File: config.mk
export PLATFORM = sky130hd
export DESIGN_NAME = operand_fetch
export DESIGN_NICKNAME = d
export VERILOG_FILES = /design/src/rtl/operand_fetch.sv
export SDC_FILE = /design/constraint.sdc
export NUM_CORES = 1
export LEC_CHECK = 0
export BUFFER_PORTS_ARGS = -buffer_cell sky130_fd_sc_hd__buf_2
export CAP_MARGIN = 10
export CORE_AREA = 2 2 283 285
export CTS_CLUSTER_DIAMETER = 50
export DETAILED_ROUTE_END_ITERATION = 10
export DIE_AREA = 0 0 285 287
export GPL_ROUTABILITY_DRIVEN = 0
export GPL_TIMING_DRIVEN = 0
export REMOVE_ABC_BUFFERS = 1
export SLEW_MARGIN = 20
export SYNTH_ARGS = -nofsm -noshare
export SYNTH_HDL_FRONTEND = slang
export SYNTH_SLANG_ARGS = --single-unit
File: constraint.sdc
create_clock -name clock -period 24 [get_ports clock]
set_clock_uncertainty 0.2 [all_clocks]
set_input_delay 2.4 -clock clock [delete_from_list [all_inputs] [get_ports clock]]
set_output_delay 2.4 -clock clock [all_outputs]
set_load 0.05 [all_outputs]
File: src/rtl/operand_fetch.sv
// Dual-lane operand fetch: register-file read, writeback bypass, busy scoreboard
// interlocks and a single registered instruction pair toward execute.
module operand_fetch #(
  parameter int unsigned XLEN = 64,
  parameter int unsigned NREG = 32
) (
  input  logic                    clock,
  input  logic                    reset,

  input  logic                    id_0_valid,
  output logic                    id_0_ready,
  input  logic [$clog2(NREG)-1:0] id_0_rs1,
  input  logic [$clog2(NREG)-1:0] id_0_rs2,
  input  logic [$clog2(NREG)-1:0] id_0_rd,
  input  logic                    id_0_rd_wen,

  input  logic                    id_1_valid,
  output logic                    id_1_ready,
  input  logic [$clog2(NREG)-1:0] id_1_rs1,
  input  logic [$clog2(NREG)-1:0] id_1_rs2,
  input  logic [$clog2(NREG)-1:0] id_1_rd,
  input  logic                    id_1_rd_wen,

  output logic [$clog2(NREG)-1:0] rf_0_raddr1,
  output logic [$clog2(NREG)-1:0] rf_0_raddr2,
  input  logic [XLEN-1:0]         rf_0_rdata1,
  input  logic [XLEN-1:0]         rf_0_rdata2,
  output logic [$clog2(NREG)-1:0] rf_1_raddr1,
  output logic [$clog2(NREG)-1:0] rf_1_raddr2,
  input  logic [XLEN-1:0]         rf_1_rdata1,
  input  logic [XLEN-1:0]         rf_1_rdata2,

  input  logic                    wb_0_wen,
  input  logic [$clog2(NREG)-1:0] wb_0_waddr,
  input  logic [XLEN-1:0]         wb_0_wdata,
  input  logic                    wb_1_wen,
  input  logic [$clog2(NREG)-1:0] wb_1_waddr,
  input  logic [XLEN-1:0]         wb_1_wdata,

  input  logic                    flush,

  output logic                    ex_0_valid,
  output logic                    ex_1_valid,
  input  logic                    ex_ready,
  output logic [XLEN-1:0]         ex_0_src1,
  output logic [XLEN-1:0]         ex_0_src2,
  output logic [XLEN-1:0]         ex_1_src1,
  output logic [XLEN-1:0]         ex_1_src2,
  output logic [$clog2(NREG)-1:0] ex_0_rd,
  output logic [$clog2(NREG)-1:0] ex_1_rd,
  output logic                    ex_0_rd_wen,
  output logic                    ex_1_rd_wen
);

  localparam int unsigned AW = $clog2(NREG);

  logic [NREG-1:0] busy_q, busy_d, busy_seen;
  logic            advance;
  logic            hazard0, hazard1, intra_dep;
  logic            accept0, accept1;
  logic [XLEN-1:0] res_0_src1, res_0_src2, res_1_src1, res_1_src2;

  // Youngest writeback (port 1) wins; x0 always reads as zero.
  function automatic logic [XLEN-1:0] resolve(
    input logic [AW-1:0]   rs,
    input logic [XLEN-1:0] rf_data,
    input logic            w0_en,
    input logic [AW-1:0]   w0_addr,
    input logic [XLEN-1:0] w0_data,
    input logic            w1_en,
    input logic [AW-1:0]   w1_addr,
    input logic [XLEN-1:0] w1_data
  );
    logic [XLEN-1:0] val;
    if (rs == '0) begin
      val = '0;
    end else if (w1_en && (w1_addr == rs)) begin
      val = w1_data;
    end else if (w0_en && (w0_addr == rs)) begin
      val = w0_data;
    end else begin
      val = rf_data;
    end
    return val;
  endfunction

  assign rf_0_raddr1 = id_0_rs1;
  assign rf_0_raddr2 = id_0_rs2;
  assign rf_1_raddr1 = id_1_rs1;
  assign rf_1_raddr2 = id_1_rs2;

  assign res_0_src1 = resolve(id_0_rs1, rf_0_rdata1, wb_0_wen, wb_0_waddr, wb_0_wdata,
                              wb_1_wen, wb_1_waddr, wb_1_wdata);
  assign res_0_src2 = resolve(id_0_rs2, rf_0_rdata2, wb_0_wen, wb_0_waddr, wb_0_wdata,
                              wb_1_wen, wb_1_waddr, wb_1_wdata);
  assign res_1_src1 = resolve(id_1_rs1, rf_1_rdata1, wb_0_wen, wb_0_waddr, wb_0_wdata,
                              wb_1_wen, wb_1_waddr, wb_1_wdata);
  assign res_1_src2 = resolve(id_1_rs2, rf_1_rdata2, wb_0_wen, wb_0_waddr, wb_0_wdata,
                              wb_1_wen, wb_1_waddr, wb_1_wdata);

  // A writeback landing this cycle already releases its register.
  always_comb begin
    busy_seen = busy_q;
    if (wb_0_wen) busy_seen[wb_0_waddr] = 1'b0;
    if (wb_1_wen) busy_seen[wb_1_waddr] = 1'b0;
    busy_seen[0] = 1'b0;
  end

  assign hazard0 = busy_seen[id_0_rs1] | busy_seen[id_0_rs2] |
                   (id_0_rd_wen & busy_seen[id_0_rd]);

  assign intra_dep = id_0_rd_wen & (id_0_rd != '0) &
                     ((id_1_rs1 == id_0_rd) | (id_1_rs2 == id_0_rd) | (id_1_rd == id_0_rd));

  assign hazard1 = busy_seen[id_1_rs1] | busy_seen[id_1_rs2] |
                   (id_1_rd_wen & busy_seen[id_1_rd]) | intra_dep;

  assign advance    = ~(ex_0_valid | ex_1_valid) | ex_ready;
  assign id_0_ready = advance & ~hazard0 & ~flush & ~reset;
  assign id_1_ready = id_0_ready & id_0_valid & ~hazard1;

  assign accept0 = id_0_valid & id_0_ready;
  assign accept1 = id_1_valid & id_1_ready;

  // Clears first, then sets, so an issue to a register written back this cycle stays busy.
  always_comb begin
    busy_d = busy_q;
    if (wb_0_wen) busy_d[wb_0_waddr] = 1'b0;
    if (wb_1_wen) busy_d[wb_1_waddr] = 1'b0;
    if (flush) begin
      if (ex_0_valid && ex_0_rd_wen) busy_d[ex_0_rd] = 1'b0;
      if (ex_1_valid && ex_1_rd_wen) busy_d[ex_1_rd] = 1'b0;
    end
    if (accept0 && id_0_rd_wen) busy_d[id_0_rd] = 1'b1;
    if (accept1 && id_1_rd_wen) busy_d[id_1_rd] = 1'b1;
    busy_d[0] = 1'b0;
  end

  always_ff @(posedge clock or posedge reset) begin
    if (reset) begin
      busy_q <= '0;
    end else begin
      busy_q <= busy_d;
    end
  end

  always_ff @(posedge clock or posedge reset) begin
    if (reset) begin
      ex_0_valid  <= 1'b0;
      ex_1_valid  <= 1'b0;
      ex_0_src1   <= '0;
      ex_0_src2   <= '0;
      ex_1_src1   <= '0;
      ex_1_src2   <= '0;
      ex_0_rd     <= '0;
      ex_1_rd     <= '0;
      ex_0_rd_wen <= 1'b0;
      ex_1_rd_wen <= 1'b0;
    end else if (flush) begin
      ex_0_valid <= 1'b0;
      ex_1_valid <= 1'b0;
    end else if (advance) begin
      ex_0_valid <= accept0;
      ex_1_valid <= accept1;
      if (accept0) begin
        ex_0_src1   <= res_0_src1;
        ex_0_src2   <= res_0_src2;
        ex_0_rd     <= id_0_rd;
        ex_0_rd_wen <= id_0_rd_wen;
      end
      if (accept1) begin
        ex_1_src1   <= res_1_src1;
        ex_1_src2   <= res_1_src2;
        ex_1_rd     <= id_1_rd;
        ex_1_rd_wen <= id_1_rd_wen;
      end
    end
  end

endmodule

==> metrics.yaml <==
worst_setup_path:
  crit_top_cell: "buf_2"
  slowest_delay_ns: 1.11
  endpoint_kind: "output pin"
  crit_path_max_fanout: 19
  worstSetupPathType: "in2out"
  path_buf_inv: 2
  critical-path-top-delay-family: "compound AO/OA/AOI/OAI gates"
  crit_slowest_cell: "o221ai_1"
  path_cells: "buf_2 > nand4b_1 > o221ai_1 > mux2_2 > a2111oi_0 > a311o_1 > o2111ai_2 > nand4b_4 > nor2_1 > buf_2"
  required_ns: 21.40
  arrival_ns: 6.22
  start_kind: "input pin"
final_layout:
  fin_util_pct: 35.43
  drive_gt1_share_pct: 33.97
  synthToLayoutAreaGrowth_pct: 32.07
  final_area_mm2: 0.02786
  fin_nets: 3389
floorplanning:
  die_w_um: 285
  die_area_mm2: 0.08180
  start_util_pct: 26.83
  ios: 726
  coreArea_mm2: 0.07861
  rows: 103
  chipHeight_um: 287
synth:
  synth_edf_count: 0
  netlist_area_mm2: 0.02109
  yosysTopAreaCell: "dfrtp_1"
  yosysSeqAreaShare_pct: 35.71
  synth-async-reset-ratio_pct: 100.0
  synth_area_leaders: "dfrtp_1 36%, mux2i_1 13%, o31ai_1 5.8%, nand2_1 5.4%, a211oi_1 4.6%"
  yosysWarnings: 0
  synthCells: 2357
  synth_common_cells: "304 x nand2_1, 301 x dfrtp_1, 270 x mux2i_1"
  synth-seq-cells: 301
  synth.distinct_cells: 73
  ys.flop_type: "dfrtp_1"
  synth.avg_cell_area_um2: 8.948
  synth_most_common_cell: "nand2_1"
  yosysTopAreaCellShare_pct: 35.71
clock_tree:
  cts_setup_buffers: 0
  clk_pin_slew_ns: 0.06
  htreeDepth: 2
  clock_sinks: 301
  ctsHoldBuffers: 0
  root_buffer: "clkbuf_16"
  numCtsBuffers: 49
  cts_tree: "done"
  cts_resized: 0
  insertion_delay_ns: 0.60
  clockBufferDepth: 3
power:
  internal_power_mw: 1.351
  seq_power_share_pct: 28.8
  p_sw_mw: 1.238
  ir_drop_mv: 0.08089
  power_density_mw_per_mm2: 92.93
  swShare_pct: 47.82
  comb_power_share_pct: 43.3
  p_clk_share_pct: 27.9
  p_leak_nw: 12.52
detailed_routing:
  drt_iter0_drc: 2312
  viasPerCell: 5.455
  num_vias: 22140
  first_pass_iters: 8
  post_drt_wl_per_cell_um: 24.35
  totalWireLength_mm: 98.84
  drc_errors: 0
  drtAntennaViolNets: 0
place:
  pre_cts_ws_ns: 15.34
  numPortBuffers: 725
  dpl.hpwl_mm: 72.97
  post_dp_cell_area_mm2: 0.02613
global_routing:
  grt.total_usage_pct: 23.00
  antenna_found_initial: 27
  grt_max_degree: 88
  grt_pass1_wl_mm: 143.1
  grt_pass1_vias: 21750
  grt_overflow_total: 0
sta:
  period_minus_slack_ns: 8.825
  maxSlewHeadroom_pct: 7.895
  drv_slew: 0
  post-route-period-util_pct: 36.77
  setup_viol_count_final: 0
  finalSetupTns_ns: 0
  tightest_slew_ns: 1.382
  fmax_mhz: 113.3
  rsz0062_at_grt: "false"
  hold_viol: 0
  setup_ws_ns: 15.18
job:
  maxCapViolCount: 0
run_status:
  outcome: "finished, final reports clean"
worst_hold_path:
  hold_path_class: "reg2reg"
## layout make-up
cell class,instances,area [µm²]
fillers,8130,50760
multi-input cells,1791,12530
flip-flops and latches,301,7532
repair buffers,801,4728
clock buffers,61,1351
well taps,1050,1314
clock inverters,29,312.8
inverters,11,48.80
diodes,15,37.54
## flip-flops by register name, indices dropped and copies added (netlist names)
name,cells
ex_1_rd,5
ex_0_src1,64
ex_0_src2,64
ex_1_valid,1
ex_0_valid,1
ex_0_rd_wen,1
busy_q,31
ex_1_rd_wen,1
ex_1_src2,64
ex_0_rd,5
ex_1_src1,64
## cell usage in the layout (no fill, tap or decap), types with 8 or more instances in the layout
master / count
mux2_2: 83
mux2i_1: 270
inv_6: 9
a31oi_1: 34
a211oi_1: 130
clkbuf_8: 8
o221ai_2: 13
nand2_1: 304
xnor2_1: 17
nor4_1: 15
diode_2: 15
nor2b_1: 10
clkbuf_16: 49
nand4_1: 9
buf_2: 742
o31ai_1: 164
o21ai_0: 147
dfrtp_1: 301
buf_16: 18
o221ai_1: 21
nand3b_1: 12
nand3_1: 21
xor2_1: 38
mux2_1: 60
buf_4: 18
buf_12: 10
nor2_1: 182
inv_1: 8
o22ai_1: 52
a21oi_1: 44
nor3_1: 18
buf_8: 10
nand2b_1: 14
## tightest hold or removal path, delay by kind of cell, from the launching register on
family / cells / cell delay (ns)
flops: 1 / 0.33
simple gates: 1 / 0.05
compound gates: 1 / 0.05
## routing by layer
metal	up-vias	track usage, %	wire, µm
met4	10	12.59	5689
met3	344	6.103	9288
met2	1288	37.24	45800
met1	10530	27.85	38000
met5	-	0	62
li1	9965	-	-
## path summary, 6_finish.rpt
check | cells after the start | end | slack (ns) | from
worst max-delay path | 10 | id_1_ready | 15.18 | wb_1_wen
worst min-delay path | 2 | ex_0_src2[20] | 0.27 | ex_0_src2[20]
worst max register to register | 15 | ex_1_src1[12] | 19.16 | busy_q[16]
worst min register to register | 2 | ex_0_src2[20] | 0.27 | ex_0_src2[20]
max in group asynchronous | 4 | ex_1_src2[36] | 20.68 | reset
min in group asynchronous | 2 | ex_0_valid | 1.65 | reset
## through the flow
| step | cells | power (mW) | hold WS (ns) |
|---|---|---|---|
| after global placement | 3878 | 1.861 | 0.2552 |
| after detailed placement | 3954 | 1.870 | 0.2604 |
| after global routing | 4057 | 2.693 | 0.2877 |
| after CTS | 4044 | 2.603 | 0.2715 |
| after floorplan | 2103 | 1.510 | 0.4993 |
| final | 4059 | 2.589 | 0.2672 |
## power by group through the flow
| stage | registers [mW] | logic [mW] | clock network [mW] |
|---|---|---|---|
| after CTS | 0.745 | 1.12 | 0.736 |
| after detailed placement | 0.750 | 1.12 | 0 |
| after floorplan | 1.28 | 0.235 | 0 |
| after global routing | 0.766 | 1.17 | 0.757 |
| final | 0.747 | 1.12 | 0.722 |
| after global placement | 0.749 | 1.11 | 0 |
## cells by family (layout without fill, tap and decap cells)
family                    count (synthesis)  count (layout)  synth area share [%]
other                                     0              15                     0
AOI/OAI and AO/OA                       659             659                 21.50
DFF                                     301             301                 35.71
muxes                                   415             415                 20.66
and+or+nand+nor                         662             662                 14.36
xor gates and xnor gates                 55              55                 2.284
buffers and inverters                   265             902                 5.487
Power figures use the tool's default switching activity.
